### src/rtl/led_serializer_pkg.sv
// Shared constants for the LED serializer: FSM state encoding and frame timing helper.
// The LED_SERIALIZER_OE_EN build option is consumed by led_serializer.sv, not here.
package led_serializer_pkg;

   localparam int STATE_W = 3;

   typedef logic [STATE_W-1:0] state_t;

   localparam logic [STATE_W-1:0] ST_IDLE     = 3'd0;
   localparam logic [STATE_W-1:0] ST_LOAD     = 3'd1;
   localparam logic [STATE_W-1:0] ST_SHIFT_LO = 3'd2;
   localparam logic [STATE_W-1:0] ST_SHIFT_HI = 3'd3;
   localparam logic [STATE_W-1:0] ST_LATCH    = 3'd4;
   localparam logic [STATE_W-1:0] ST_GAP      = 3'd5;

   // Cycles from the LOAD cycle through the last GAP cycle, inclusive.
   function automatic int unsigned frame_len(input int unsigned led_width,
                                             input int unsigned clk_div);
      return 1 + 2 * clk_div * led_width + 2 * clk_div;
   endfunction

endpackage

### src/rtl/led_ser_tick.sv
// Phase counter for the serializer FSM: phase_end_o marks the last of CLK_DIV cycles
// spent in the current state; restart_i realigns the count on every state entry.
module led_ser_tick
   import led_serializer_pkg::*;
#(
   parameter int CLK_DIV = 8
) (
   input  logic clock,
   input  logic reset,
   input  logic restart_i,
   output logic phase_end_o
);

   localparam int            CW   = (CLK_DIV > 1) ? $clog2(CLK_DIV) : 1;
   localparam logic [CW-1:0] LAST = CW'(CLK_DIV - 1);

   logic [CW-1:0] cnt_q;
   logic [CW-1:0] cnt_d;

   assign phase_end_o = (cnt_q == LAST);

   always_comb begin
      cnt_d = cnt_q + CW'(1);
      if (restart_i || phase_end_o) begin
         cnt_d = '0;
      end
   end

   always_ff @(posedge clock) begin
      if (reset) begin
         cnt_q <= '0;
      end else begin
         cnt_q <= cnt_d;
      end
   end

endmodule

### src/rtl/led_serializer.sv
// Serializes the LED word to a 74HC595-style shift/latch driver, resending on change,
// on force_i, or on a periodic refresh. Define LED_SERIALIZER_OE_EN to add sr_oe_n blanking.
module led_serializer
   import led_serializer_pkg::*;
#(
   parameter int LED_WIDTH      = 16,
   parameter int CLK_DIV        = 8,
   parameter int REFRESH_PERIOD = 40079,
   parameter int MSB_FIRST      = 1
) (
   input  logic                 clock,
   input  logic                 reset,
   input  logic [LED_WIDTH-1:0] led_i,
   input  logic                 force_i,
   output logic                 sr_clk,
   output logic                 sr_data,
   output logic                 sr_latch,
`ifdef LED_SERIALIZER_OE_EN
   output logic                 sr_oe_n,
`endif
   output logic                 busy_o,
   output logic                 frame_done_o,
   output logic [15:0]          frame_count_o
);

   localparam int            BW         = (LED_WIDTH > 1) ? $clog2(LED_WIDTH) : 1;
   localparam logic [BW-1:0] BIT_LAST   = BW'(LED_WIDTH - 1);
   localparam int            TW         = (REFRESH_PERIOD > 1) ? $clog2(REFRESH_PERIOD) : 1;
   localparam int            REF_LAST_I = (REFRESH_PERIOD > 0) ? REFRESH_PERIOD - 1 : 0;
   localparam logic [TW-1:0] REF_LAST   = TW'(REF_LAST_I);
   localparam bit            REFRESH_EN = (REFRESH_PERIOD > 0);

   state_t               state_q, state_d;
   logic [LED_WIDTH-1:0] shreg_q, shreg_d;
   logic [LED_WIDTH-1:0] last_sent_q, last_sent_d;
   logic [BW-1:0]        bit_q, bit_d;
   logic                 pend_q, pend_d;
   logic [TW-1:0]        timer_q, timer_d;
   logic [15:0]          count_q, count_d;
   logic                 sr_clk_q, sr_clk_d;
   logic                 sr_data_q, sr_data_d;
   logic                 sr_latch_q, sr_latch_d;
   logic                 busy_q, busy_d;

   logic                 phase_end;
   logic                 restart;
   logic                 refresh_hit;
   logic                 req;

   function automatic logic first_bit(input logic [LED_WIDTH-1:0] w);
      return (MSB_FIRST != 0) ? w[LED_WIDTH-1] : w[0];
   endfunction

   function automatic logic [LED_WIDTH-1:0] advance(input logic [LED_WIDTH-1:0] w);
      return (MSB_FIRST != 0) ? (w << 1) : (w >> 1);
   endfunction

   led_ser_tick #(
      .CLK_DIV (CLK_DIV)
   ) u_tick (
      .clock       (clock),
      .reset       (reset),
      .restart_i   (restart),
      .phase_end_o (phase_end)
   );

   assign refresh_hit = REFRESH_EN && (timer_q == REF_LAST);
   assign req         = (led_i != last_sent_q) || force_i || refresh_hit;
   assign restart     = (state_d != state_q);

   always_comb begin
      state_d     = state_q;
      shreg_d     = shreg_q;
      last_sent_d = last_sent_q;
      bit_d       = bit_q;
      count_d     = count_q;
      case (state_q)
         ST_IDLE: begin
            if (pend_q || req) begin
               state_d = ST_LOAD;
            end
         end
         ST_LOAD: begin
            state_d = ST_SHIFT_LO;
         end
         ST_SHIFT_LO: begin
            if (phase_end) begin
               state_d = ST_SHIFT_HI;
            end
         end
         ST_SHIFT_HI: begin
            if (phase_end) begin
               if (bit_q == '0) begin
                  state_d = ST_LATCH;
               end else begin
                  bit_d   = bit_q - BW'(1);
                  shreg_d = advance(shreg_q);
                  state_d = ST_SHIFT_LO;
               end
            end
         end
         ST_LATCH: begin
            if (phase_end) begin
               state_d = ST_GAP;
            end
         end
         ST_GAP: begin
            if (phase_end) begin
               count_d = count_q + 16'd1;
               state_d = ST_IDLE;
            end
         end
         default: begin
            state_d = ST_IDLE;
         end
      endcase
      // Snapshot on the edge into LOAD so the first bit is on the pin during LOAD itself.
      if (state_d == ST_LOAD) begin
         shreg_d     = led_i;
         last_sent_d = led_i;
         bit_d       = BIT_LAST;
      end
   end

   always_comb begin
      pend_d = req || (pend_q && (state_q != ST_LOAD));
      timer_d = '0;
      if (REFRESH_EN && (state_d != ST_LOAD) && !refresh_hit) begin
         timer_d = timer_q + TW'(1);
      end
   end

   always_comb begin
      sr_clk_d   = (state_d == ST_SHIFT_HI);
      sr_latch_d = (state_d == ST_LATCH);
      busy_d     = (state_d != ST_IDLE);
      sr_data_d  = 1'b0;
      if ((state_d == ST_LOAD) || (state_d == ST_SHIFT_LO) || (state_d == ST_SHIFT_HI)) begin
         sr_data_d = first_bit(shreg_d);
      end
   end

   always_ff @(posedge clock) begin
      if (reset) begin
         state_q     <= ST_IDLE;
         shreg_q     <= '0;
         last_sent_q <= '0;
         bit_q       <= '0;
         pend_q      <= 1'b1;
         timer_q     <= '0;
         count_q     <= '0;
         sr_clk_q    <= 1'b0;
         sr_data_q   <= 1'b0;
         sr_latch_q  <= 1'b0;
         busy_q      <= 1'b0;
      end else begin
         state_q     <= state_d;
         shreg_q     <= shreg_d;
         last_sent_q <= last_sent_d;
         bit_q       <= bit_d;
         pend_q      <= pend_d;
         timer_q     <= timer_d;
         count_q     <= count_d;
         sr_clk_q    <= sr_clk_d;
         sr_data_q   <= sr_data_d;
         sr_latch_q  <= sr_latch_d;
         busy_q      <= busy_d;
      end
   end

   assign sr_clk        = sr_clk_q;
   assign sr_data       = sr_data_q;
   assign sr_latch      = sr_latch_q;
   assign busy_o        = busy_q;
   assign frame_done_o  = (state_q == ST_GAP) && phase_end;
   assign frame_count_o = count_q;

`ifdef LED_SERIALIZER_OE_EN
   // Outputs stay blanked until the first complete frame has been latched.
   logic oe_n_q;
   logic oe_n_d;

   always_comb begin
      oe_n_d = oe_n_q;
      if (sr_latch_q && !sr_latch_d) begin
         oe_n_d = 1'b0;
      end
   end

   always_ff @(posedge clock) begin
      if (reset) begin
         oe_n_q <= 1'b1;
      end else begin
         oe_n_q <= oe_n_d;
      end
   end

   assign sr_oe_n = oe_n_q;
`endif

endmodule

### config.mk
export PLATFORM = sky130hd
export DESIGN_NAME = led_serializer
export DESIGN_NICKNAME = d
export VERILOG_FILES = /design/src/rtl/led_serializer_pkg.sv /design/src/rtl/led_ser_tick.sv /design/src/rtl/led_serializer.sv
export SDC_FILE = /design/constraint.sdc
export NUM_CORES = 1
export LEC_CHECK = 0
export ABC_AREA = 1
export CAP_MARGIN = 20
export CELL_PAD_IN_SITES_DETAIL_PLACEMENT = 1
export CELL_PAD_IN_SITES_GLOBAL_PLACEMENT = 2
export CORE_UTILIZATION = 36
export CTS_CLUSTER_DIAMETER = 120
export DETAILED_ROUTE_END_ITERATION = 12
export DONT_BUFFER_PORTS = 1
export PLACE_DENSITY = 0.75
export SYNTH_ARGS = -nofsm -noshare
export SYNTH_HDL_FRONTEND = slang
export SYNTH_HIERARCHICAL = 1
export SYNTH_SLANG_ARGS = --single-unit
### constraint.sdc
create_clock -name clock -period 2.05 [get_ports clock]
set_input_delay 0.205 -clock clock [delete_from_list [all_inputs] [get_ports clock]]
set_output_delay 0.205 -clock clock [all_outputs]
set_load 0.1 [all_outputs]
* Yosys cells after proc, flatten, opt, wreduce, memory -nomap -nowiden
Cells that the tools add are included.
** Cells by class
- Reduce and logical (&&, ||, !) cells :: 21
- Add/subtract/negate cells :: 4
- Eq/ne operators :: 16
- Bitwise gates (word level) :: 2
- Multiplexer cells :: 15
** Operators with widths (number)
- 16-bit two-way mux :: 4
- 16-bit by 1-bit adder with 16-bit output (second input constant) :: 2
- 3-bit two-way mux :: 6
- 3-bit case mux with 6 select lines :: 1
- 16-bit equality test (second input constant) :: 1
- 4-bit two-way mux :: 4
- 16-bit != test :: 1
- 3-bit by 2-bit equality test with 1-bit output (second input constant) :: 4
- 3-bit equality test (second input constant) :: 4
- 1-bit logical OR :: 7
- 3-bit by 1-bit equality test with 1-bit output (second input constant) :: 2
- 3-bit by 1-bit != test with 1-bit output (second input constant) :: 2
- 2-bit OR reduction :: 3
- 4-bit zero test :: 1
- 2-bit nonzero test :: 2
- 4-bit by 1-bit subtractor with 4-bit output (second input constant) :: 1
- 3-bit by 1-bit adder with 3-bit output (second input constant) :: 1
- 1-bit logical AND :: 3
- 3-bit zero test :: 1
- 3-bit != test :: 1
- 3-bit AND reduction :: 1
- 3-bit nonzero test :: 1
- 2-bit by 1-bit != test with 1-bit output (second input constant) :: 1
- 1-bit inverter :: 2
- other kinds (2) :: 2
** Storage, ports and cells
- Register bits :: 79
- Logic and storage cells :: 71

* Longest topological paths before layout
- Depth in word-level cells :: 11
- Depth in mapped cells :: 16
- Depth with buffers taken out :: 15

* Cells and area by module
The synthesis kept the hierarchy.
** By module, submodules not included
- led_serializer :: times used 1, cells each 526, area each 3769.9 µm²
- led_ser_tick :: times used 1, cells each 13, area each 115.1 µm²

* Worst setup path after synthesis
Ideal clock, no wire load.
- Path type :: register -> register
- From :: register count_q[0], in the netlist frame_count_o[0]
- To :: register count_q[12], in the netlist frame_count_o[12]
- Required time :: 1.934 ns
- Stages on the path, launching flop included :: 10
- Path slack :: -0.227 ns
- Clock period less this slack :: 2.277 ns
- Arrival :: 2.161 ns
- Path through :: dfxtp_1 -> ha_1 -> inv_1 -> nor3_1 -> nand3_2 -> nor2_4 -> nand2_2 -> nor2_1 -> a21oi_1 -> o21a_1
** Between the ends
- Word-level cells in the longest chain between the ends :: 1
** RTL lines
- start, declared :: RTL line led_serializer.sv:39 : logic [15:0] count_q, count_d;
- start signal, assigned :: RTL line led_serializer.sv:163 : count_q <= count_d;
- 16-bit by 1-bit adder with 16-bit output :: RTL line led_serializer.sv:109 : count_d = count_q + 16'd1;
No other way between the ends.
A chain may end at the register's enable or synchronous reset.

* Worst setup path after layout
- From :: register u_tick.cnt_q[0]
- To :: output frame_done_o
** Between the ends
- Word-level cells in the longest chain between the ends :: 2
** RTL lines
- start, declared :: RTL line led_ser_tick.sv:17 : logic [CW-1:0] cnt_q;
- start signal, assigned :: RTL line led_ser_tick.sv:33 : cnt_q <= cnt_d;
- 3-bit equality test :: RTL line led_ser_tick.sv:20 : assign phase_end_o = (cnt_q == LAST);
- net phase_end :: RTL line led_serializer.sv:45 : logic phase_end;
- 1-bit logical AND :: RTL line led_serializer.sv:175 : assign frame_done_o = (state_q == ST_GAP) && phase_end;
- end, declared :: RTL line led_serializer.sv:22 : output logic frame_done_o,
The timed path passes the listed nets, and every way through them passes these cells.

==> impl_metrics.tcl <==
set metrics [dict create \
    root_buffer "clkbuf_8" \
    yosysUniqueCellTypes 42 \
    rows 37 \
    cp.arrival_ps 1660 \
    comb_power_share_pct 14.0 \
    fin_crit_sh_pct 91.1 \
    clock_sinks 79 \
    p_int_mw 2.37 \
    clk_latency_ps 350 \
    grt_max_degree 48 \
    syn_area_per_cell_um2 7.21 \
    h-tree-depth 3 \
    post_drt_wl_per_cell_um 13.5 \
    yosysWarnings 6 \
    nets 592 \
    cp-end-kind "output port" \
    drcViolationCount 0 \
    worstHoldPathType "primary input to flop" \
    first_pass_iters 4 \
    syn_inst 539 \
    skew_ps 13.7 \
    gp_congestion 0.752 \
    cp-start-kind "flop" \
    vdd_ir_drop_max_mv 0.355 \
    switchingPower_uw 967 \
    start_util_pct 37.3 \
    vias_per_cell 4.86 \
    grt_pass1_vias 3541 \
    setup_viol 0 \
    yosysSeqAreaShare_pct 40.7 \
    hold_viol 0 \
    status "complete, no violations" \
    drive_above_1_share_pct 19.6 \
    synth_nets 564 \
    cap_violations 0 \
    cpPeakStageDelay_ps 340 \
    worst_pin_slew_ps 461 \
    die_w_um 106 \
    dieArea_mm2 0.0112 \
    dpl.hpwl_um 6760 \
    total_power_mw 3.34 \
    critical_path.top_delay_family "buffers and inverters" \
    clk_pin_slew_ps 80 \
    grt_pass1_wl_um 16400 \
    dieHeight_um 106 \
    antenna_found_initial 0 \
    p_leak_nw 1.92 \
    antenna_cells 0 \
    hold_ws_ps 38.9 \
    rsz0062_at_grt "yes" \
    max_freq_mhz 536 \
    final_cell_mix "116 x nand2_1, 80 x inv_1, 71 x dfxtp_1" \
    io_pins 40 \
    layout.cells.non_filler 708 \
    ant_nets 0 \
    grt.overflow.total 0 \
    area_growth_pct 15.7 \
    wl_um 9590 \
    ys_seq_elements 79 \
    clockPowerShare_pct 35.6 \
    min_period_ps 1870 \
    slew_viol_final 0 \
    drt_iter0_markers 105 \
    core_area_mm2 0.0104 \
    slowest_stage "dfxtp_2" \
    worstPathCellList "ha_2 > ha_4 > nand2_2 > inv_2 > nand3_4 > inv_4 > buf_4" \
    cts_tree "yes" \
    grtUsageTotal_pct 18.5 \
    crit_type "flop to output port" \
    worstPathRequired_ps 1850 \
    cp.buffers_inverters 3 \
    seq_power_share_pct 50.3 \
    clk_path_buf_depth 2 \
    place_inst 688 \
    p_per_area_mw_per_mm2 743 \
    final_common_cell "nand2_1" \
    port-buffer-count 0 \
    p_sw_share_pct 28.9 \
    cts_buffers 9 \
    worst-path-max-fanout 6 \
    max_slew_margin_pct 69.3 \
    synth_area_mm2 0.00388 \
    via_count 3441 \
]
-- path summary, 6_finish.rpt --
| path | startpoint | depth (start not counted) | to | slack [ps] |
|---|---|---|---|---|
| setup / recovery | u_tick/cnt_q[0] | 7 | frame_done_o | 180 |
| hold / removal | led_i[0] | 2 | shreg_q[0] | 40 |
| setup reg to reg | u_tick/cnt_q[0] | 12 | frame_count_o[15] | 180 |
| hold reg to reg | u_tick/cnt_q[0] | 1 | u_tick/cnt_q[0] | 410 |
-- power groups by stage --
| stage | clock, mW | sequential (mW) | combinational, mW |
|---|---|---|---|
| CTS | 1.23 | 1.68 | 0.473 |
| global route | 1.28 | 1.69 | 0.539 |
| finish | 1.19 | 1.68 | 0.469 |
| global placement | 0 | 1.71 | 0.435 |
| detailed placement | 0 | 1.72 | 0.447 |
| floorplan | 0 | 1.73 | 0.355 |
-- through the flow --
| stage | utilization [%] | setup WS (ps) | TNS [ps] | instance area (um^2) |
|---|---|---|---|---|
| floorplan | - | 63.5 | 0 | 3890 |
| global placement | 40.2 | 120 | 0 | 4180 |
| detailed placement | 40.2 | -34.3 | -87.6 | 4180 |
| CTS | 42.4 | 36.5 | 0 | 4410 |
| global route | 43.2 | -36.3 | -49.3 | 4500 |
| finish | 43.2 | 183 | 0 | 4500 |
-- final cells by class --
type | instances | area (um^2)
clock buffer | 10 | 138
clock inverter | 6 | 60.1
fill | 1350 | 5920
inverter | 86 | 325
multi-input combinational | 358 | 1930
sequential | 79 | 1590
tap | 136 | 170
timing repair buffer | 33 | 284
-- Yosys cell counts (all sizes together) --
| master | number | share of area [%] |
|---|---|---|
| a211oi | 1 | 0.19 |
| a21oi | 46 | 6.9 |
| a31oi | 4 | 0.64 |
| and3 | 1 | 0.16 |
| buf | 11 | 2.4 |
| clkbuf | 5 | 0.48 |
| dfxtp | 79 | 41 |
| ha | 6 | 1.9 |
| inv | 86 | 8.3 |
| nand2 | 130 | 14 |
| nand3 | 46 | 6.4 |
| nand3b | 1 | 0.52 |
| nand4 | 8 | 1.8 |
| nor2 | 62 | 7.1 |
| nor3 | 16 | 2.4 |
| nor3b | 1 | 0.19 |
| nor4 | 3 | 0.48 |
| o21a | 3 | 0.58 |
| o21ai | 14 | 1.8 |
| o21bai | 1 | 0.19 |
| o22ai | 1 | 0.16 |
| o311ai | 1 | 0.23 |
| or2 | 2 | 0.32 |
| xnor2 | 6 | 1.4 |
| xor2 | 5 | 1.1 |
-- state kept, by name, summed over array words and instances (netlist names), 3 cells and up --
| name | cells |
|---|---|
| frame_count_o | 16 |
| state_q | 3 |
| timer_q | 16 |
| shreg_q | 16 |
| last_sent_q | 16 |
| u_tick/cnt_q | 3 |
| bit_q | 4 |
-- cell families after synthesis --
| family | Yosys count | share of synthesized area, % |
|---|---|---|
| and+or+nand+nor | 270 | 33.0 |
| xor gates and xnor gates | 11 | 2.48 |
| adders and majority gates | 6 | 1.93 |
| DFF | 79 | 40.7 |
| buffers and inverters | 102 | 11.2 |
| AOI/OAI and AO/OA | 71 | 10.7 |
-- layer usage --
layer,routed length (um),vias up,share of wire (%),global-route usage [%]
li1,-,1760,-,-
met1,4650,1633,48,23.3
met2,4560,37,48,32.1
met3,251,11,2.6,2.66
met4,129,0,1.3,6.25
met5,0,-,0,0
-- what timing repair did --
item / 4_1_cts / 5_1_grt
hold buffers: 1 / 0
pin swaps: 0 / 4
hold endpoints to repair: 47 / 0
resized for setup: 1 / 13
setup buffers: 0 / 3
setup endpoints to repair: 3 / 21
(Power assumes the default switching activity.)
==> variant: new RTL, same settings <==
Build with the macro `LED_SERIALIZER_OE_EN` defined.
--- a/src/rtl/led_serializer.sv
+++ b/src/rtl/led_serializer.sv
@@ -1,5 +1,7 @@
 // Serializes the LED word to a 74HC595-style shift/latch driver, resending on change,
 // on force_i, or on a periodic refresh. Define LED_SERIALIZER_OE_EN to add sr_oe_n blanking.
+`define LED_SERIALIZER_OE_EN
+
 module led_serializer
    import led_serializer_pkg::*;
 #(
Function (old outputs only; new: sr_oe_n): kept (Yosys induction, for registers that start in step).
==> variant against the unedited design <==
First-iteration DRC count grew 4.8%; count of clock-buffer cells in the layout shrank 1; design area shrank 0.42%; setup slack lost 69 ps; area after synthesis shrank 3.5%; sequential share of layout area grew 0.51 points; fmax shrank 3.5%; routed wire length is essentially flat; via count shrank 5.1%; power grew 1.6%; die area shrank 3.4%; sequential cell count grew 1; critical path type is now reg2reg.
==> variant: results (changes against the unedited design) <==
Global routing
  • GRT met3 Usage: 4.01% (was 2.66%)
  • Met1 GRT Util: 24.6% (was 23.3%)
  • Tot GR Track Use: 18.9% (was 18.5%)
  • Vias in the first global route: 3357 (was 3541)
  • Global-route wire length before repair: 16400 um (about the same)
  • Met2 Use GR: 31.3% (was 32.1%)

Drt
  • WL/cell: 14.3 um (was 13.5 um)
  • Met2 wire len: 4460 um (was 4560 um)
  • Met3 WL: 249 um (was 251 um)

Logic synthesis
  • Largest cells by area after synthesis: dfxtp_1, nand2_1, inv_1, nor2_1, o21ai_0 (was dfxtp_1, nand2_1, inv_1, nand3_1, nor2_1)
  • Netlist cell types: 37 (was 42)
  • Post-synthesis compound-gate area fraction: 8.71% (was 10.7%)
  • Xor-xnor portion of the synthesized cell area: 3.74% (was 2.48%)
  • Post-synthesis mux area share: 1.87% (was 0%)
  • Adder-Cell Fraction of Synth Area: 2.00% (was 1.93%)
  • Mapped Nets: 521 (was 564)
  • Sequential area share after synthesis: 42.7% (was 40.7%)

Worst hold path
  • Hold Path Origin: led_i[15] (was led_i[0])

Finish
  • Final cell count without fillers: 671 (was 708)
  • Share of cells above drive strength 1: 20.8% (was 19.6%)

Place
  • DP Cell Count: 650 (was 688)
  • Placed cell area: 4140 um2 (was 4180 um2)
  • Post-DP HPWL: 6950 um (was 6760 um)

Worst setup path
  • FF-to-FF path depth: 13 (was 12)
  • Critical Path Fanout Max: 7 (was 6)
  • Register-to-Register Setup Slack: 110 ps (was 180 ps)

STA
  • Final clock skew: 16.0 ps (was 13.7 ps)
  • Measured slew at the worst slew-check pin: 687 ps (was 461 ps)

Status
  • Status: completed (unchanged)

Power and ir drop
  • VDD IR max: 260 uV (was 355 uV)
-- variant: per-stage QoR --
step / setup slack, ps / util (%)
2_1_floorplan: -515 / -
3_3_place_gp: -4.43 / 41.6
3_5_place_dp: -62.1 / 41.6
4_1_cts: 30.1 / 43.8
5_1_grt: -26.3 / 45.0
6_report: 115 / 45.0
-- variant: power by group through the flow --
stage,Clock [mW],Combinational (mW),Sequential [mW]
5_1_grt,1.34,0.527,1.71
6_report,1.22,0.470,1.70
3_3_place_gp,0,0.419,1.74
2_1_floorplan,0,0.292,1.76
4_1_cts,1.26,0.442,1.70
3_5_place_dp,0,0.429,1.74
-- variant: cell type report --
cell class,count,share of cell area (%)
sequential,80,35.9
clock inverter,4,1.62
timing repair buffer,42,7.38
multi-input combinational,333,42.6
tap,133,3.72
inverter,70,5.95
clock buffer,9,2.77
